**src/rtl/ctrl_int_pkg.sv**
```systemverilog
// Shared definitions for the ctrl_interrupcoes interrupt controller:
// FSM state encoding and the supported channel-count range.
package ctrl_int_pkg;

    localparam logic [1:0] IDLE  = 2'b00;
    localparam logic [1:0] SERVE = 2'b01;
    localparam logic [1:0] GAP   = 2'b10;

    // Supported range for the channel count N.
    localparam int N_MIN = 2;
    localparam int N_MAX = 16;

    typedef enum logic [1:0] {
        ST_IDLE  = IDLE,
        ST_SERVE = SERVE,
        ST_GAP   = GAP
    } state_e;

endpackage

```
**src/rtl/codpri_n.sv**
```systemverilog
// Combinational N-input priority encoder: the highest set index wins.
// CTRL_INT_ROUND_ROBIN_EN adds a rotation offset so the search starts at off-1.
module codpri_n #(
    parameter int N  = 4,
    parameter int IW = $clog2(N)
) (
    input  logic [N-1:0]  i,
    input  logic          en,
`ifdef CTRL_INT_ROUND_ROBIN_EN
    input  logic [IW-1:0] off,
`endif
    output logic [IW-1:0] y,
    output logic          valid
);

    logic [N-1:0] rot;

    always_comb begin
        rot   = '0;
        y     = '0;
        valid = 1'b0;
        for (int j = 0; j < N; j++) begin
`ifdef CTRL_INT_ROUND_ROBIN_EN
            // Position N-1 of rot maps to channel off-1, giving it top priority.
            rot[j] = i[(j + int'(off)) % N];
`else
            rot[j] = i[j];
`endif
        end
        for (int j = 0; j < N; j++) begin
            if (en && rot[j]) begin
                valid = 1'b1;
`ifdef CTRL_INT_ROUND_ROBIN_EN
                y     = IW'((j + int'(off)) % N);
`else
                y     = IW'(j);
`endif
            end
        end
    end

endmodule

```
**src/rtl/ctrl_interrupcoes.sv**
```systemverilog
// N-channel interrupt controller: edge-latched pending requests, mask, priority
// arbitration and irq/ack handshake. CTRL_INT_ROUND_ROBIN_EN selects round-robin.
module ctrl_interrupcoes
    import ctrl_int_pkg::*;
#(
    parameter int N  = 4,
    parameter int IW = $clog2(N)
) (
    input  logic          clock,
    input  logic          reset,
    input  logic          en,
    input  logic [N-1:0]  req,
    input  logic [N-1:0]  mask,
    input  logic          ack,
    output logic          irq,
    output logic [IW-1:0] id,
    output logic [N-1:0]  pending
);

    state_e        state_q, state_d;
    logic          irq_q, irq_d;
    logic [IW-1:0] id_q, id_d;
    logic [N-1:0]  pending_q, pending_d;
    logic [N-1:0]  req_prev_q;
    logic [N-1:0]  clr;
    logic [IW-1:0] win_id;
    logic          win_vld;

`ifdef CTRL_INT_ROUND_ROBIN_EN
    logic [IW-1:0] last_q, last_d;
`endif

    codpri_n #(.N(N), .IW(IW)) u_codpri (
        .i     (pending_q & ~mask),
        .en    (en),
`ifdef CTRL_INT_ROUND_ROBIN_EN
        .off   (last_q),
`endif
        .y     (win_id),
        .valid (win_vld)
    );

    always_comb begin
        state_d = state_q;
        irq_d   = irq_q;
        id_d    = id_q;
        clr     = '0;
`ifdef CTRL_INT_ROUND_ROBIN_EN
        last_d  = last_q;
`endif
        case (state_q)
            ST_IDLE: begin
                if (win_vld) begin
                    id_d    = win_id;
                    irq_d   = 1'b1;
                    state_d = ST_SERVE;
                end
            end
            ST_SERVE: begin
                if (ack) begin
                    clr[id_q] = 1'b1;
                    irq_d     = 1'b0;
                    state_d   = ST_GAP;
`ifdef CTRL_INT_ROUND_ROBIN_EN
                    last_d    = id_q;
`endif
                end else if (!en) begin
                    irq_d   = 1'b0;
                    state_d = ST_IDLE;
                end
            end
            ST_GAP: begin
                irq_d   = 1'b0;
                state_d = ST_IDLE;
            end
            default: begin
                irq_d   = 1'b0;
                state_d = ST_IDLE;
            end
        endcase
        // A fresh edge overrides the clear of the same channel.
        pending_d = (pending_q & ~clr) | (req & ~req_prev_q);
    end

    always_ff @(posedge clock) begin
        if (reset) begin
            state_q    <= ST_IDLE;
            irq_q      <= 1'b0;
            id_q       <= '0;
            pending_q  <= '0;
            req_prev_q <= '0;
`ifdef CTRL_INT_ROUND_ROBIN_EN
            last_q     <= '0;
`endif
        end else begin
            state_q    <= state_d;
            irq_q      <= irq_d;
            id_q       <= id_d;
            pending_q  <= pending_d;
            req_prev_q <= req;
`ifdef CTRL_INT_ROUND_ROBIN_EN
            last_q     <= last_d;
`endif
        end
    end

    assign irq     = irq_q;
    assign id      = id_q;
    assign pending = pending_q;

endmodule

```
**config.mk**
```make
export PLATFORM = sky130hd
export DESIGN_NAME = ctrl_interrupcoes
export DESIGN_NICKNAME = d
export VERILOG_FILES = /design/src/rtl/ctrl_int_pkg.sv /design/src/rtl/codpri_n.sv /design/src/rtl/ctrl_interrupcoes.sv
export SDC_FILE = /design/constraint.sdc
export NUM_CORES = 1
export LEC_CHECK = 0
export CORE_AREA = 3 3 40 42
export CTS_BUF_LIST = sky130_fd_sc_hd__clkbuf_4
export CTS_CLUSTER_SIZE = 14
export DETAILED_ROUTE_END_ITERATION = 10
export DIE_AREA = 0 0 43 45
export DONT_BUFFER_PORTS = 1
export GPL_TIMING_DRIVEN = 0
export PLACE_DENSITY_LB_ADDON = 0.08
export SYNTH_ARGS = -nofsm -noshare
export SYNTH_HDL_FRONTEND = slang
export SYNTH_SLANG_ARGS = --single-unit
```
**constraint.sdc**
```tcl
create_clock -name clock -period 2.59 [get_ports clock]
set_input_delay 0 -clock clock [delete_from_list [all_inputs] [get_ports clock]]
set_output_delay 0 -clock clock [all_outputs]
set_load 0.01 [all_outputs]
```
==> flow_metrics.tcl <==
set metrics [dict create \
    max_freq_mhz 817.6 \
    clock_latency_ps 260 \
    chipHeight_um 45 \
    multi_input_area_um2 239.0 \
    grt_first_pass_wirelength_mm 1.738 \
    area_growth_pct 26.99 \
    io_buffers 0 \
    postLayoutSetupSlackWorst_ps 1367 \
    drtAntennaViolNets 0 \
    yosysTopAreaCellShare 0.4936 \
    synth_cell_types 21 \
    fill_cells 125 \
    fin_tns_setup_ps 0 \
    slew_viol_final 0 \
    clk_pin_slew_ps 70 \
    power.density_nw_per_um2 579.5 \
    p_leak_nw 0.2375 \
    synth_area_leaders "dfxtp_1 49%, nand2b_1 9.0%, nor2b_1 7.7%" \
    core.rowCount 13 \
    cp.required_ps 2720 \
    cts_buffers 3 \
    synth-seq-area-share 0.4936 \
    core_area_um2 1285 \
    boundaryPins 19 \
    p_sw_frac 0.2354 \
    globalRoute.totalOverflow 0 \
    dr_total_vias 420 \
    nets 79 \
    crit_fanout 4 \
    track_usage 0.1248 \
    die_x_um 43 \
    crit_type "flip-flop to flip-flop" \
    clockRootBuffer "clkbuf_4" \
    synth_seq_cells 12 \
    netlist_instances 53 \
    p_sw_w 0.00008430 \
    seqCellArea_um2 240.2 \
    synth.largest_area_cell "dfxtp_1" \
    dr.pass1.iters 4 \
    dpl.hpwl_um 803.3 \
    status "complete, no violations" \
    min_path_type "input pin to flip-flop" \
    synth_commonest_cells "12 x dfxtp_1, 7 x nand2b_1, 6 x nor2b_1" \
    cp_slowest_stage_delay_ps 420 \
    synth_edf_count 0 \
    maxCapViolCount 0 \
    slowest_stage "dfxtp_1" \
    final_util 0.4810 \
    antenna_found_initial 0 \
    finalSetupViolations 0 \
    slew_headroom 0.7192 \
    avgSynthCellArea_um2 9.183 \
    yosys_warnings 0 \
    fin_hold_ws_ps 68.59 \
    ir_drop_v 0.0003933 \
    final_layout_size_suffix_gt1_frac 0.07692 \
    die_area_um2 1935 \
    diodes 0 \
    drtIter0Drc 5 \
    synth_fp_nets 65 \
    synth_ff_type "dfxtp_1" \
    cts.path.max_buffers 2 \
    wl_per_cell_um 13.69 \
    critPathArrivalTime_ps 1360 \
    rsz0062_at_grt "false" \
    gp_congestion 0.7029 \
    power_frac_comb 0.122 \
    crit_path_cell_trace "nor2b_2 -> nand2_1 -> o31ai_1 -> a21oi_1" \
    grt_pass1_vias 411 \
    hold_viol 0 \
    wl_mm 1.095 \
    cp-end-kind "flip-flop" \
    dpl_cell_area_um2 505.5 \
    htreeDepth 1 \
    synth.most_common_cell "dfxtp_1" \
    drc_errors 0 \
    async_reset_ff_frac 0 \
    start_util 0.3788 \
    internal_power_w 0.0002739 \
    netlist_area_um2 486.7 \
    worstMarginPinSlew_ps 421.2 \
    clkPwrFrac 0.298 \
    cts_tree "built" \
    pwr-share-seq 0.580 \
    postCtsSetupBuffers 0 \
    grt_max_degree 11 \
    min_period_ps 1223 \
    numClockSinks 12 \
    routed_via_density 5.250 \
    fin_skew_ps 3.446 \
    fin_area_um2 618.1 \
    pre_cts_slack_ps 1371 \
    finalCritPeriodShare 0.4723 \
    cp-start-kind "flip-flop" \
]
[flip-flops by register name, summed over array words and instances, names as in the netlist]
signal / count
id: 2
pending: 4
req_prev_q: 4
state_q: 2
[worst paths after layout]
kind / start / to / slack, ps / depth (start not counted)
setup / recovery: state_q[0] / pending[0] / 1370 / 4
hold / removal: ack / pending[1] / 70 / 3
setup reg to reg: state_q[0] / pending[0] / 1370 / 4
hold reg to reg: req_prev_q[1] / pending[1] / 500 / 2
[kinds of logic (layout without fill, tap and decap cells)]
kind of cell / count (synthesis) / after routing / share of synthesized area
simple gates: 26 / 26 / 0.3213
buf+inv: 2 / 14 / 0.01541
flops: 12 / 12 / 0.4936
compound gates: 12 / 12 / 0.1491
mux: 1 / 1 / 0.02057
[layout make-up]
cell class | count | area share
inverter | 1 | 0.006073
sequential | 12 | 0.3887
buffer | 1 | 0.006073
timing repair buffer | 9 | 0.1457
tap | 15 | 0.03036
clock buffer | 3 | 0.03644
multi-input combinational | 39 | 0.3866
[power by group through the flow]
stage               Clock, W  Combinational, W  Sequential [W]
floorplan                  0         0.0000264        0.000210
global placement           0         0.0000302        0.000212
detailed placement         0         0.0000314        0.000212
CTS                 0.000112         0.0000426        0.000208
global route        0.000120         0.0000496        0.000209
finish              0.000107         0.0000436        0.000208
[layer usage]
metal	wire length [um]	track usage
met5	0	0
met4	9	0.01807
met3	120	0.07968
met2	519	0.2096
met1	446	0.1373
[layout by cell type, fill, tap and decap left out, drive strengths merged]
| cell type | synthesis | layout |
|---|---|---|
| dfxtp | 12 | 12 |
| dlygate4sd3 | 0 | 9 |
| nand2b | 7 | 7 |
| nor2b | 7 | 7 |
| a21oi | 4 | 4 |
| clkbuf | 1 | 4 |
| o21ai | 4 | 4 |
| nand2 | 3 | 3 |
| nor2 | 3 | 3 |
| nand3b | 2 | 2 |
| inv | 1 | 1 |
| nor3b | 1 | 1 |
| mux2i | 1 | 1 |
| nor3 | 1 | 1 |
| a211oi | 1 | 1 |
| nand3 | 1 | 1 |
| o31ai | 1 | 1 |
| a21bo | 1 | 1 |
| a22oi | 1 | 1 |
| nand4 | 1 | 1 |
[per-stage QoR]
step	power, W	instances
after CTS	0.0003627	79
after global routing	0.0003783	80
after floorplan	0.0002360	53
final	0.0003582	80
after global placement	0.0002419	68
after detailed placement	0.0002435	68
[repair_timing]
action / 4_1_cts / 5_1_grt
endpoints found under the hold margin: 11 / 1
hold buffers: 8 / 1
gates resized for setup: 0 / 0
[critical path: cells and delay by family, from the launching register on]
family | cells | cell delay (ps)
flip-flops | 1 | 420
AO/OA/AOI/OAI | 2 | 310
AND/OR/NAND/NOR | 2 | 370
Note: power is estimated with default switching activity, not from simulation.
